[src/rtl/hv_job_seq.sv]
// ---------------------------------------------------------------------------
// hv_job_seq
//
// Job sequencer for the hypervector encoder pipeline. A single start command
// walks the core through the item-memory write phase (matw / mat_a), a one
// cycle settle gap, and the compute phase (run). During compute it counts
// completed output packets (last beats on the master AXI-Stream) until the
// programmed job count is reached, then pulses done. A stall watchdog and an
// abort command can both terminate the job early.
//
// Ports
//   AXIS_ACLK, AXIS_ARESETN     clock, asynchronous active-low reset
//   start, abort                one-cycle command pulses
//   skip_matw                   bypass the item-memory write phase
//   cfg_item_num                last item-memory address (items - 1)
//   cfg_chunk, cfg_ngram        geometry, presented on addr_i / addr_j
//   cfg_jobs                    number of output packets - 1
//   cfg_timeout                 stall limit in RUN cycles, 0 disables
//   dst_valid/ready/last        taps of the master AXI-Stream handshake
//   matw, mat_a                 item-memory write enable and address
//   run                         compute enable
//   addr_i, addr_j              latched geometry
//   busy, done                  activity flag, one-cycle completion pulse
//   err, aborted                sticky timeout / abort flags
//   job_cnt                     packets completed in the current job
// ---------------------------------------------------------------------------
module hv_job_seq #(
   parameter int NUM_W  = 16,
   parameter int ADDR_W = 20,
   parameter int JOB_W  = 8
) (
   input  logic              AXIS_ACLK,
   input  logic              AXIS_ARESETN,
   input  logic              start,
   input  logic              abort,
   input  logic              skip_matw,
   input  logic [NUM_W-1:0]  cfg_item_num,
   input  logic [ADDR_W-1:0] cfg_chunk,
   input  logic [ADDR_W-1:0] cfg_ngram,
   input  logic [JOB_W-1:0]  cfg_jobs,
   input  logic [31:0]       cfg_timeout,
   input  logic              dst_valid,
   input  logic              dst_ready,
   input  logic              dst_last,
   output logic              matw,
   output logic [NUM_W-1:0]  mat_a,
   output logic              run,
   output logic [ADDR_W-1:0] addr_i,
   output logic [ADDR_W-1:0] addr_j,
   output logic              busy,
   output logic              done,
   output logic              err,
   output logic              aborted,
   output logic [JOB_W-1:0]  job_cnt
);

   typedef enum logic [2:0] {
      S_IDLE,
      S_MATW,
      S_GAP,
      S_RUN,
      S_DONE
   } state_e;

   state_e              state_q, state_d;
   logic [NUM_W-1:0]    mat_a_q, mat_a_d;
   logic [NUM_W-1:0]    item_num_q, item_num_d;
   logic [ADDR_W-1:0]   addr_i_q, addr_i_d;
   logic [ADDR_W-1:0]   addr_j_q, addr_j_d;
   logic [JOB_W-1:0]    jobs_q, jobs_d;
   logic [JOB_W-1:0]    job_cnt_q, job_cnt_d;
   logic [31:0]         timeout_q, timeout_d;
   logic [31:0]         stall_q, stall_d;
   logic                err_q, err_d;
   logic                aborted_q, aborted_d;

   logic                beat;
   logic                last_beat;
   logic [32:0]         stall_inc;

   assign beat      = dst_valid & dst_ready;
   assign last_beat = beat & dst_last;
   // One bit wider so the threshold compare cannot wrap for huge limits.
   assign stall_inc = {1'b0, stall_q} + 33'd1;

   // NOTE: every signal assigned below gets a default first, so no path
   // through the case statement can leave one unassigned and infer a latch.
   always_comb begin
      state_d    = state_q;
      mat_a_d    = '0;
      item_num_d = item_num_q;
      addr_i_d   = addr_i_q;
      addr_j_d   = addr_j_q;
      jobs_d     = jobs_q;
      job_cnt_d  = job_cnt_q;
      timeout_d  = timeout_q;
      stall_d    = stall_q;
      err_d      = err_q;
      aborted_d  = aborted_q;

      case (state_q)
         S_IDLE: begin
            if (start && !abort) begin
               item_num_d = cfg_item_num;
               addr_i_d   = cfg_chunk;
               addr_j_d   = cfg_ngram;
               jobs_d     = cfg_jobs;
               timeout_d  = cfg_timeout;
               job_cnt_d  = '0;
               stall_d    = '0;
               err_d      = 1'b0;
               aborted_d  = 1'b0;
               state_d    = skip_matw ? S_GAP : S_MATW;
            end
         end
         S_MATW: begin
            // Address item_num is the last write; mat_a drops back to 0.
            if (mat_a_q == item_num_q) begin
               state_d = S_GAP;
            end else begin
               mat_a_d = mat_a_q + NUM_W'(1);
            end
         end
         S_GAP: begin
            state_d = S_RUN;
         end
         S_RUN: begin
            stall_d = beat ? '0 : stall_inc[31:0];
            if (last_beat) begin
               job_cnt_d = job_cnt_q + JOB_W'(1);
               if (job_cnt_q == jobs_q) begin
                  state_d = S_DONE;
               end
            end else if (!beat && (timeout_q != '0) &&
                         (stall_inc >= {1'b0, timeout_q})) begin
               // A beat in the threshold cycle is handled above and wins.
               err_d   = 1'b1;
               state_d = S_IDLE;
            end
         end
         S_DONE: begin
            state_d = S_IDLE;
         end
         default: begin
            state_d = S_IDLE;
         end
      endcase

      // Abort outranks completion and timeout; a beat in the same cycle is
      // still counted, but the watchdog must not flag an error.
      if (abort && (state_q != S_IDLE)) begin
         state_d   = S_IDLE;
         mat_a_d   = '0;
         err_d     = err_q;
         aborted_d = 1'b1;
      end
   end

   // NOTE: state registers use non-blocking assignments so every flop
   // samples its next value from the same pre-edge snapshot.
   always_ff @(posedge AXIS_ACLK or negedge AXIS_ARESETN) begin
      if (!AXIS_ARESETN) begin
         state_q    <= S_IDLE;
         mat_a_q    <= '0;
         item_num_q <= '0;
         addr_i_q   <= '0;
         addr_j_q   <= '0;
         jobs_q     <= '0;
         job_cnt_q  <= '0;
         timeout_q  <= '0;
         stall_q    <= '0;
         err_q      <= 1'b0;
         aborted_q  <= 1'b0;
      end else begin
         state_q    <= state_d;
         mat_a_q    <= mat_a_d;
         item_num_q <= item_num_d;
         addr_i_q   <= addr_i_d;
         addr_j_q   <= addr_j_d;
         jobs_q     <= jobs_d;
         job_cnt_q  <= job_cnt_d;
         timeout_q  <= timeout_d;
         stall_q    <= stall_d;
         err_q      <= err_d;
         aborted_q  <= aborted_d;
      end
   end

   // Outputs decode registered state only, so reset clears them at once and
   // no input reaches an output without passing through a flop.
   assign matw    = (state_q == S_MATW);
   assign run     = (state_q == S_RUN);
   assign busy    = (state_q != S_IDLE);
   assign done    = (state_q == S_DONE);
   assign mat_a   = mat_a_q;
   assign addr_i  = addr_i_q;
   assign addr_j  = addr_j_q;
   assign err     = err_q;
   assign aborted = aborted_q;
   assign job_cnt = job_cnt_q;

endmodule
[config.mk]
export PLATFORM = sky130hd
export DESIGN_NAME = hv_job_seq
export DESIGN_NICKNAME = d
export VERILOG_FILES = /design/src/rtl/hv_job_seq.sv
export SDC_FILE = /design/constraint.sdc
export NUM_CORES = 1
export LEC_CHECK = 0
export BUFFER_PORTS_ARGS = -buffer_cell sky130_fd_sc_hd__buf_2
export CORE_ASPECT_RATIO = 1.5
export CORE_MARGIN = 4
export CORE_UTILIZATION = 45
export DETAILED_ROUTE_END_ITERATION = 8
export PLACE_DENSITY = 0.65
export SYNTH_ARGS = -nofsm -noshare
export SYNTH_HDL_FRONTEND = slang
export SYNTH_SLANG_ARGS = --single-unit
[constraint.sdc]
create_clock -name AXIS_ACLK -period 3.7 [get_ports AXIS_ACLK]
set_input_delay 0.555 -clock AXIS_ACLK [delete_from_list [all_inputs] [get_ports AXIS_ACLK]]
set_output_delay 0.555 -clock AXIS_ACLK [all_outputs]
set_load 0.05 [all_outputs]
==> results.yml <==
clocking:
  cts.sinks: 157
  ctsHoldBuffers: 0
  path_clk_slew_ns: 0.07
  cts.path.max_buffers: 2
  cts_buffers: 17
  cts_tree: "built"
  htreeDepth: 4
  root_buffer: "clkbuf_16"
  clkLatencyLatePin_ns: 0.43
timing:
  period_share_pct: 94.2
  final-setup-viol-count: 0
  relSlewSlack_pct: 36.5
  max_freq_ghz: 0.287
  tns_ns: 0
  period_minus_slack_ns: 3.49
  rsz0062_at_grt: "no"
  worstMarginPinSlew_ns: 0.952
  finalMaxSlewViolations: 0
  skew_ns: 0.0106
  hold_ws_ns: 0.144
  finalHoldViolCount: 0
route:
  drc: 0
  wl_per_cell_microns: 15.6
  routed_via_density: 5.20
  num_vias: 6770
  wl_microns: 20300
  first_iter_violations: 437
  drtPass1Iterations: 4
  antenna_left: 0
global_route:
  grtUsageTotal_pct: 20.5
  grt_pass1_vias: 6510
  grt_max_degree: 96
  grt-ovfl-total: 0
  grt_pass1_wl_microns: 32300
  antenna_found_initial: 1
pwr:
  p_leak_nw: 5.05
  ir_worst_vdd_mv: 0.306
  power.density_mw_per_mm2: 712
placement:
  place_congestion: 0.844
  numPortBuffers: 173
  place_hpwl_microns: 14900
  dpl-instance-area_sq_mm: 0.00917
yosys:
  synth_cell_types: 50
  netlist_area_sq_mm: 0.00804
  synth_edf_count: 0
  syn_avg_cell_area_sq_um: 8.89
  syn_inst: 904
  ys.flop_type: "dfrtp_1"
  ys_seq_elements: 157
  synth_area_leaders: "dfrtp_1, nand2_1, ha_1"
  syn_nets: 1043
  yosys.area.top_type_share_pct: 48.9
  yosysTopAreaCell: "dfrtp_1"
  async_reset_ff_share_pct: 100
  yosys_warnings: 0
  ys_seq_area_share_pct: 48.9
final_layout:
  finish.instance_area_sq_mm: 0.00979
  fin_nets: 1214
  final_util_pct: 56.2
  area_growth_pct: 21.8
  drive_gt1_share_pct: 22.2
  nFillCells: 1602
critical_path:
  critPathLaunchType: "flop"
  worst_ep_required_time_ns: 4.01
  crit_buf_inv: 3
  slowest_stage: "dfrtp_1"
  crit_path_end_kind: "flop"
  crit_chain: "and4_2 -> nand4_4 -> nor4_4 -> buf_4 -> nand2_1 -> xnor2_1 -> ha_1 -> and4_1 -> nor4bb_2 -> buf_4 -> inv_1 -> o221a_2 -> a311oi_1 -> o21ai_0"
  crit_path_frequent_cell: "buf_4"
  crit_type: "flop to flop"
  critPathTopFamily: "simple AND/OR/NAND/NOR gates"
  max_stage_delay_ns: 0.41
  cp_max_fo: 6
  crit_arrival_ns: 3.79
hold_path:
  hp-class: "primary input to async pin"
floorplan:
  rows: 59
  design.portCount: 174
  die_x_microns: 117
  die_h_microns: 172
  die_area_sq_mm: 0.0201
  coreArea_sq_mm: 0.0174
  initial_utilization_pct: 46.2
flow_run:
  max-cap-violations: 0
run_status:
  outcome: "completed"
[cell usage after synthesis, types with 3 or more instances]
master	n
and2_1	4
dfrtp_1	157
nand2_1	267
nand3_1	26
or3_1	5
and4_1	7
a21oi_1	31
a22o_1	9
o31ai_1	14
a31oi_1	8
nor4_1	13
nor3_1	4
and3_1	11
nor2_1	39
buf_2	13
clkbuf_1	26
xor2_1	24
o21ai_0	73
inv_1	41
nand4_1	17
xnor2_1	46
nand2b_1	3
ha_1	35
[kinds of logic after synthesis]
logic type	count (synthesis)	share of synthesized area [%]
simple gates	408	22.7
flops	157	48.9
compound gates	150	11.0
buf+inv	82	4.12
xor+xnor	70	7.63
fa+ha+maj	35	5.45
mux	2	0.265
[stage by stage]
| stage | setup slack, ns | total power, mW | std cells |
|---|---|---|---|
| CTS | 0.0821 | 7.04 | 1300 |
| detailed placement | 0.0818 | 5.31 | 1268 |
| global placement | 0.124 | 5.26 | 1268 |
| finish | 0.214 | 6.97 | 1302 |
| floorplan | 0.353 | 4.53 | 904 |
| global route | 0.00680 | 7.44 | 1302 |
[where the power goes]
part / internal, mW / switching, mW
clock network: 0.899 / 0.811
registers: 2.26 / 0.347
logic: 0.747 / 1.91
[sequential cells by signal, summed over array words and instances (netlist names)]
name and flops:
stall_q 32, timeout_q 32, addr_i 20, addr_j 20
item_num_q 16, mat_a 16, job_cnt 8, jobs_q 8
state_q 3, aborted 1, err 1
[cell type report]
cell class                      count  area, sq um  share of cell area [%]
Antenna cell                        1         2.50                  0.0256
Clock inverter                     15          153                    1.56
Clock buffer                       17          425                    4.35
Tap cell                          213          267                    2.72
Multi-Input combinational cell    665         3820                    39.1
Sequential cell                   157         3930                    40.1
Timing Repair Buffer              193         1030                    10.6
Inverter                           41          154                    1.57
[path summary, 6_finish.rpt]
path | cells past startpoint | slack [ns] | from | end
max | 14 | 0.21 | stall_q[5] | state_q[0]
min | 1 | 0.14 | AXIS_ARESETN | timeout_q[11]
max reg2reg | 14 | 0.21 | stall_q[5] | state_q[0]
min reg2reg | 2 | 0.47 | addr_i[2] | addr_i[2]
max in group asynchronous | 2 | 2.64 | AXIS_ARESETN | addr_i[7]
min in group AXIS_ACLK | 3 | 0.30 | cfg_chunk[2] | addr_i[2]
[what timing repair did]
item | 4_1_cts | 5_1_grt
gates resized for setup | 0 | 6
setup buffers | 0 | 1
endpoints found under the setup margin | 0 | 2
[cell usage in the layout, fill, tap and decap left out, types with 19 or more instances in the layout]
master	instances
nand2_1	267
buf_2	172
dfrtp_1	157
o21ai_0	73
xnor2_1	46
inv_1	41
nor2_1	38
ha_1	35
a21oi_1	30
nand3_1	25
xor2_1	24
buf_4	19
[routing by layer]
metal  wire length, microns  global-route usage, %
met1                   8290                   25.1
met2                  10500                   35.0
met3                    992                   4.36
met4                    510                   7.53
met5                      0                      0
Note: power is estimated with default switching activity, not from simulation.
